===== src/rtl/hazard_pkg.sv =====
// Shared types and constants for the pipeline hazard and forwarding control.
package hazard_pkg;

   typedef enum logic [1:0] {
      FWD_RF    = 2'd0,
      FWD_EXMEM = 2'd1,
      FWD_MEMWB = 2'd2
   } fwd_sel_t;

   typedef enum logic {
      IDLE = 1'b0,
      MUL  = 1'b1
   } hz_state_t;

   localparam logic [4:0] REG_ZERO = 5'd0;

   // A later-stage write can feed an EX operand only if it really writes a non-x0 register.
   function automatic logic rd_hits(input logic we, input logic [4:0] rd, input logic [4:0] rs);
      return we && (rd != REG_ZERO) && (rd == rs);
   endfunction

endpackage


===== src/rtl/hazard_fwd_unit.sv =====
// Operand forwarding select for one EX-stage source register; MEM result beats WB result.
module hazard_fwd_unit
   import hazard_pkg::*;
(
   input  logic [4:0] ex_rs_i,
   input  logic [4:0] mem_rd_i,
   input  logic       mem_we_i,
   input  logic [4:0] wb_rd_i,
   input  logic       wb_we_i,
   output logic [1:0] fwd_sel_o
);

   fwd_sel_t sel;

   always_comb begin
      sel = FWD_RF;
      if (rd_hits(mem_we_i, mem_rd_i, ex_rs_i)) begin
         sel = FWD_EXMEM;
      end else if (rd_hits(wb_we_i, wb_rd_i, ex_rs_i)) begin
         sel = FWD_MEMWB;
      end
   end

   assign fwd_sel_o = sel;

endmodule


===== src/rtl/pipe_hazard_ctrl.sv =====
// Hazard control for the 5-stage core: multiply stall FSM, load-use stall, jump flush, forwarding.
// Define HAZARD_PERF_EN to add the stall/flush performance counters.
module pipe_hazard_ctrl
   import hazard_pkg::*;
#(
   parameter int MUL_LAT = 4,
   parameter int CNT_W   = 4
)
(
   input  logic        clk,
   input  logic        rst,
   input  logic [4:0]  id_rs1,
   input  logic [4:0]  id_rs2,
   input  logic        id_use_rs1,
   input  logic        id_use_rs2,
   input  logic [4:0]  ex_rs1,
   input  logic [4:0]  ex_rs2,
   input  logic [4:0]  ex_rd,
   input  logic        ex_mem_read,
   input  logic        ex_mul,
   input  logic        ex_jump_taken,
   input  logic [4:0]  mem_rd,
   input  logic        mem_reg_write,
   input  logic [4:0]  wb_rd,
   input  logic        wb_reg_write,
   output logic        pc_hold,
   output logic        ifid_hold,
   output logic        ifid_flush,
   output logic        idex_hold,
   output logic        idex_bubble,
   output logic        exmem_bubble,
   output logic [1:0]  fwd_a,
   output logic [1:0]  fwd_b,
`ifdef HAZARD_PERF_EN
   output logic [31:0] perf_stall_cnt,
   output logic [31:0] perf_flush_cnt,
`endif
   output logic        mul_start,
   output logic        mul_done
);

   localparam logic [CNT_W-1:0] MUL_LAST  = CNT_W'(MUL_LAT - 1);
   localparam logic             MUL_MULTI = (MUL_LAT > 1);

   hz_state_t        state_q;
   logic [CNT_W-1:0] mul_cnt_q;

   logic       mstall, mstart, mdone;
   logic       lu;
   logic       hold_raw, bubble_raw, flush_raw;
   logic [1:0] fwd_a_raw, fwd_b_raw;

   // mul_cnt_q counts EX cycles already spent by the multiply in flight.
   always_ff @(posedge clk or negedge rst) begin
      if (!rst) begin
         state_q   <= IDLE;
         mul_cnt_q <= '0;
      end else begin
         case (state_q)
            IDLE: begin
               if (ex_mul && MUL_MULTI) begin
                  state_q   <= MUL;
                  mul_cnt_q <= CNT_W'(1);
               end
            end
            MUL: begin
               if (mul_cnt_q < MUL_LAST) begin
                  mul_cnt_q <= mul_cnt_q + CNT_W'(1);
               end else begin
                  state_q   <= IDLE;
                  mul_cnt_q <= '0;
               end
            end
            default: begin
               state_q   <= IDLE;
               mul_cnt_q <= '0;
            end
         endcase
      end
   end

   always_comb begin
      mstall = 1'b0;
      mstart = 1'b0;
      mdone  = 1'b0;
      case (state_q)
         IDLE: begin
            mstart = ex_mul;
            mstall = ex_mul && MUL_MULTI;
            mdone  = ex_mul && !MUL_MULTI;
         end
         MUL: begin
            mstall = (mul_cnt_q < MUL_LAST);
            mdone  = !(mul_cnt_q < MUL_LAST);
         end
         default: begin
            mstall = 1'b0;
         end
      endcase
   end

   assign lu = ex_mem_read && (ex_rd != REG_ZERO) &&
               ((id_use_rs1 && (id_rs1 == ex_rd)) || (id_use_rs2 && (id_rs2 == ex_rd)));

   // A taken jump kills the ID instruction, so its load-use hazard no longer matters.
   always_comb begin
      hold_raw   = 1'b0;
      bubble_raw = 1'b0;
      flush_raw  = 1'b0;
      if (mstall) begin
         hold_raw = 1'b1;
      end else if (ex_jump_taken) begin
         flush_raw  = 1'b1;
         bubble_raw = 1'b1;
      end else if (lu) begin
         hold_raw   = 1'b1;
         bubble_raw = 1'b1;
      end
   end

   hazard_fwd_unit u_fwd_a (
      .ex_rs_i   (ex_rs1),
      .mem_rd_i  (mem_rd),
      .mem_we_i  (mem_reg_write),
      .wb_rd_i   (wb_rd),
      .wb_we_i   (wb_reg_write),
      .fwd_sel_o (fwd_a_raw)
   );

   hazard_fwd_unit u_fwd_b (
      .ex_rs_i   (ex_rs2),
      .mem_rd_i  (mem_rd),
      .mem_we_i  (mem_reg_write),
      .wb_rd_i   (wb_rd),
      .wb_we_i   (wb_reg_write),
      .fwd_sel_o (fwd_b_raw)
   );

   // Every output is quiet while reset is held low.
   assign pc_hold      = rst & hold_raw;
   assign ifid_hold    = rst & hold_raw;
   assign ifid_flush   = rst & flush_raw;
   assign idex_hold    = rst & mstall;
   assign idex_bubble  = rst & bubble_raw;
   assign exmem_bubble = rst & mstall;
   assign mul_start    = rst & mstart;
   assign mul_done     = rst & mdone;
   assign fwd_a        = rst ? fwd_a_raw : 2'd0;
   assign fwd_b        = rst ? fwd_b_raw : 2'd0;

`ifdef HAZARD_PERF_EN
   logic [31:0] stall_cnt_q, flush_cnt_q;

   always_ff @(posedge clk or negedge rst) begin
      if (!rst) begin
         stall_cnt_q <= '0;
         flush_cnt_q <= '0;
      end else begin
         if (hold_raw) begin
            stall_cnt_q <= stall_cnt_q + 32'd1;
         end
         if (flush_raw) begin
            flush_cnt_q <= flush_cnt_q + 32'd1;
         end
      end
   end

   assign perf_stall_cnt = stall_cnt_q;
   assign perf_flush_cnt = flush_cnt_q;
`else
   // no performance counters in this build
`endif

endmodule


===== config.mk =====
export PLATFORM = sky130hd
export DESIGN_NAME = pipe_hazard_ctrl
export DESIGN_NICKNAME = d
export VERILOG_FILES = /design/src/rtl/hazard_pkg.sv /design/src/rtl/hazard_fwd_unit.sv /design/src/rtl/pipe_hazard_ctrl.sv
export SDC_FILE = /design/constraint.sdc
export NUM_CORES = 1
export LEC_CHECK = 0
export CAP_MARGIN = 0
export CORE_MARGIN = 4
export CORE_UTILIZATION = 32
export CTS_CLUSTER_DIAMETER = 150
export DETAILED_ROUTE_END_ITERATION = 16
export PLACE_DENSITY = 0.81
export SLEW_MARGIN = 40
export SYNTH_ARGS = -nofsm -noshare
export SYNTH_HDL_FRONTEND = slang
export SYNTH_SLANG_ARGS = --single-unit

===== constraint.sdc =====
create_clock -name clk -period 1.98 [get_ports clk]
set_input_delay 0.396 -clock clk [delete_from_list [all_inputs] [get_ports clk]]
set_output_delay 0.396 -clock clk [all_outputs]
set_load 0.05 [all_outputs]

=== After elaboration in Yosys (flattened, before gate mapping) ===
Index checks and enable logic that the tools add are counted.

* Flip-flop bits (word level): 5
* Output and inout port bits: 12
* Logic and storage cells: 55

* Add/subtract/negate cells: 1
* Magnitude comparators: 1
* Eq/ne operators: 7
* Muxes and demuxes: 22
* Bitwise operators: 7
* Reduce and logical (&&, ||, !) cells: 15

{| class="wikitable"
|+ Operators with widths
! kind !! number
|-
| $eq 5x5->1 || 6
|-
| $reduce_bool 5->1 || 3
|-
| $mux 2 || 6
|-
| $logic_and 1x1->1 || 10
|-
| $mux 1 || 10
|-
| $mux 4 || 2
|-
| $pmux 4 s2 || 1
|-
| $and 1x1->1 || 6
|-
| $pmux 1 s2 || 3
|-
| $add 4x1->4 const B || 1
|-
| $lt 4x2->1 const B || 1
|-
| $ne 2x2->1 const B || 1
|-
| $logic_not 1->1 || 1
|-
| $logic_or 1x1->1 || 1
|-
| $not 1->1 || 1
|}

=== Depth between registers and ports, before layout ===
* Word-level depth: 8
* Gate-level depth with buffers: 6

=== Hierarchy ===
From an unflattened synthesis, not the netlist that was laid out.

* Cell total of the unflattened synthesis: 90
* Area total of the unflattened synthesis: 755.7 sq um

{| class="wikitable"
|+ Modules (own cells, without submodules)
! module !! instances !! cells an instance !! area an instance (sq um)
|-
| pipe_hazard_ctrl || 1 || 50 || 452.9
|-
| hazard_fwd_unit || 2 || 20 || 151.4
|}

=== Worst setup path after synthesis ===
No wires, ideal clock.

* Path type: reg2out
* From: register mul_cnt_q[0]
* To: output pc_hold
* Data arrival time: 2.742 ns
* Path slack: -1.158 ns
* Cell stages (with the launch flop): 7
* Path buffers: 1
* Cells stage by stage: dfrtp_1 ha_1 nor3_1 mux2i_1 nor2b_1 o21bai_1 buf_4

* Cells in the longest elaborated chain, start to end: 4

{| class="wikitable"
|+ RTL lines
! what !! line !! RTL
|-
| start: declaration || pipe_hazard_ctrl.sv:46 || <nowiki>logic [CNT_W-1:0] mul_cnt_q;</nowiki>
|-
| start signal: assignment || pipe_hazard_ctrl.sv:68 || <nowiki>mul_cnt_q <= mul_cnt_q + CNT_W'(1);</nowiki>
|-
| $lt 4x2->1 || pipe_hazard_ctrl.sv:93 || <nowiki>mstall = (mul_cnt_q < MUL_LAST);</nowiki>
|-
| $pmux 1 s2 || pipe_hazard_ctrl.sv:86 || <nowiki>case (state_q)</nowiki>
|-
| $mux 1 || pipe_hazard_ctrl.sv:110 || <nowiki>if (mstall) begin</nowiki>
|-
| $and 1x1->1 || - ||
|-
| end: declaration || pipe_hazard_ctrl.sv:26 || <nowiki>output logic pc_hold,</nowiki>
|}

Every way passes these cells.

=== Worst setup path after layout ===
* From: input ex_mul
* To: output ifid_hold

* Cells in the longest elaborated chain, start to end: 3

{| class="wikitable"
|+ RTL lines
! what !! line !! RTL
|-
| start: declaration || pipe_hazard_ctrl.sv:20 || <nowiki>input logic ex_mul,</nowiki>
|-
| $pmux 1 s2 || pipe_hazard_ctrl.sv:86 ||
|-
| $mux 1 || pipe_hazard_ctrl.sv:110 ||
|-
| $and 1x1->1 || pipe_hazard_ctrl.sv:141 || <nowiki>assign ifid_hold = rst & hold_raw;</nowiki>
|-
| end: declaration || pipe_hazard_ctrl.sv:27 || <nowiki>output logic ifid_hold,</nowiki>
|}

Every way passes these cells.

==> flow_summary_export.csv <==
group,metric,value,unit
status,status,"complete, but fails checks",
status,violations,"negative setup slack",
worst_setup_path,r2r-start,"mul_cnt_q[0]",
placed_design,port_buffers,55,
worst_setup_path,crit_path_start_kind,"input pin",
drt,antenna_left,0,
drt,wl_met3,422,um
worst_setup_path,cp_cell_sequence,"clkdlybuf4s50_1, mux2i_2, buf_4, nor2b_4, o21bai_4, buf_12",
worst_setup_path,cp.arrival,1.68,ns
drt,vias,947,
final_layout,nets,209,
synthesis,syn_area_per_cell,8.388,um2
timing,hold_viol_final,0,
grt,grt_pass1_wl,4.388,mm
floorplanning,rows,16,
floorplanning,dieArea,0.002924,mm2
floorplanning,die_x,54.08,um
timing,setup_violations,9,
placed_design,dp_hpwl,2.410,mm
worst_setup_path,critical_path.top_delay_family,"buffers and inverters",
synthesis,synthesis.nets,126,
worst_setup_path,crit_required,1.58,ns
synthesis,yosysWarningCount,0,
worst_setup_path,timing.critical_path.buf_inv,3,
synthesis,ys_seq_elements,5,
timing,tightest_slew,0.3376,ns
power_and_ir_drop,pwr_density_cell,650.4,mW/mm2
drt,wl_met1,981,um
final_layout,syn_to_final_growth,148.8,%
grt,antenna_found_initial,0,
final_layout,drive_gt1_frac,0.5092,
clocking,clkSinkCount,5,
placed_design,place_area,0.001599,mm2
timing,rsz0062_at_grt,"yes",
drt,met2_length,1.615,mm
final_layout,final_area,0.001690,mm2
hold_path,hp-class,"input pin to asynchronous set/reset pin",
worst_setup_path,regToRegSetupSlack,0.72,ns
clocking,cts_hold_buf,0,
worst_setup_path,crit_path_max_incr_delay,0.47,ns
final_layout,final_common_cell,"buf_4",
timing,report.final.slew_viol_count,0,
power_and_ir_drop,p_total,1099,uW
floorplanning,initial_core_util,0.3428,
worst_setup_path,critPathCaptureType,"output port",
worst_setup_path,worstRegToRegCells,6,
clocking,clk_pin_slew,0.05,ns
drt,drt_iter0_drc,5,
drt,drc,0,
timing,whs,0.5042,ns
synthesis,ys_types,28,
drt,via_per_inst,4.984,
grt,grt_usage,0.2112,
final_layout,antenna_cells,0,
synthesis,seq_area_frac_synth,0.1842,
synthesis,synthCells,81,
clocking,cts_buffer_depth,2,
grt,grt_pass1_vias,1046,
floorplanning,ios,56,
timing,max_freq,481.1,MHz
clocking,cts_buffers,3,
final_layout,instances_no_fill,190,
clocking,root_buffer,"clkbuf_4",
grt,overflow,0,
worst_setup_path,cpMaxStageDelayCell,"clkdlybuf4s50_1",
job,drv_cap,0,
drt,wirelength,3.119,mm
drt,dr.pass1.iters,4,
drt,top_layer,"met4",
synthesis,synth_area,679.4,um2
floorplanning,chipHeight,54.08,um
floorplanning,coreArea,0.001982,mm2
clocking,clk_latency,0.26,ns
power_and_ir_drop,power.leakage,0.0007474,uW
timing,fin_crit_sh,1.050,
placed_design,dp_cells,186,
clocking,cts_tree,"done",
timing,relSlewSlack,0.7733,
timing,fin_ws,-0.09859,ns
timing,fin_crit,2.079,ns
power_and_ir_drop,peakVddDrop,0.7014,mV
drt,post_drt_wl_per_cell,16.42,um
final_layout,final_cell_mix,"24 x buf_4, 17 x xor2_1, 13 x dlygate4sd2_1",
final_layout,fill_cells,102,
timing,finClkSkew,0.004003,ns
placed_design,gp_congestion,0.7838,
worst_setup_path,reg2reg_to,"state_q",
worst_setup_path,critical_path_class,"input pin to output port",
clocking,htreeDepth,1,
grt,grt_max_degree,10,
worst_setup_path,cp_max_fo,3,
## cell families after synthesis
logic type	count (synthesis)	synth area share
compound gates	8	0.09208
buf+inv	4	0.03313
mux	1	0.01473
flops	5	0.1842
simple gates	32	0.2707
fa+ha+maj	1	0.01841
xor+xnor	30	0.3867
## worst max path at each step
stage,depth (start not counted),endpoint,start
finish,6,ifid_hold,ex_mul
global route,7,pc_hold,mul_cnt_q[0]
CTS,7,pc_hold,mul_cnt_q[0]
detailed placement,6,fwd_b[0],mem_rd[4]
global placement,6,fwd_b[0],mem_rd[4]
floorplan,6,pc_hold,mul_cnt_q[1]
## cell usage after synthesis
cell | n | area [um2]
xor2_1 | 18 | 157.7
xnor2_1 | 12 | 105.1
dfrtp_1 | 5 | 125.1
nand3_1 | 5 | 25.02
nor3_1 | 5 | 25.02
nor2_1 | 4 | 15.01
nor4_1 | 4 | 25.02
and2_1 | 3 | 18.77
buf_4 | 2 | 15.01
nand2_1 | 2 | 7.510
nand3b_1 | 2 | 15.01
o21bai_1 | 2 | 15.01
or4_1 | 2 | 15.01
a32o_1 | 1 | 10.01
a32oi_1 | 1 | 8.760
and2_0 | 1 | 6.260
and2_2 | 1 | 7.510
and3_1 | 1 | 6.260
clkbuf_1 | 1 | 3.750
ha_1 | 1 | 12.51
inv_1 | 1 | 3.750
mux2i_1 | 1 | 10.01
nor2b_1 | 1 | 6.260
o211ai_1 | 1 | 7.510
o21a_1 | 1 | 7.510
o21ai_0 | 1 | 5.000
o21ai_2 | 1 | 8.760
or4_4 | 1 | 11.26
## sequential cells by signal, indices dropped and copies added (netlist names)
| signal | flops |
|---|---|
| mul_cnt_q | 4 |
| state_q | 1 |
## layer usage
metal  GRT usage  vias up
met5           0        -
met4     0.08714        0
met3     0.08864        8
met2      0.4173       59
met1      0.1814      433
li1            -      447
## report_power, final
part           internal (uW)  leakage [uW]  switching, uW
sequential               135     0.0000625           34.8
clock                   76.9     0.0000150           52.9
combinational            423      0.000670            377
total                    635      0.000747            465
## area by class of cell
type | instances | area (um2) | share of cell area
Sequential cell | 5 | 125.1 | 0.07402
Clock buffer | 4 | 26.28 | 0.01554
Timing Repair Buffer | 81 | 784.5 | 0.4641
Inverter | 1 | 3.754 | 0.002221
Tap cell | 27 | 33.78 | 0.01999
Multi-Input combinational cell | 72 | 716.9 | 0.4241
## what timing repair did
action | in CTS | in global routing
setup endpoints to repair | 10 | 11
buffers inserted | 0 | 1
gates resized for setup | 96 | 14
pin swaps | 27 | 11
## through the flow
stage	worst slack, ns	TNS [ns]	utilization
6_report	-0.09859	-0.5990	0.8529
5_1_grt	-0.1540	-1.016	0.8529
4_1_cts	-0.1074	-0.6856	0.8346
3_5_place_dp	-0.6404	-3.288	0.8068
3_3_place_gp	-0.4871	-2.851	0.8068
2_1_floorplan	-0.09872	-0.1104	-
No activity file was read; power rests on OpenSTA's default activity.
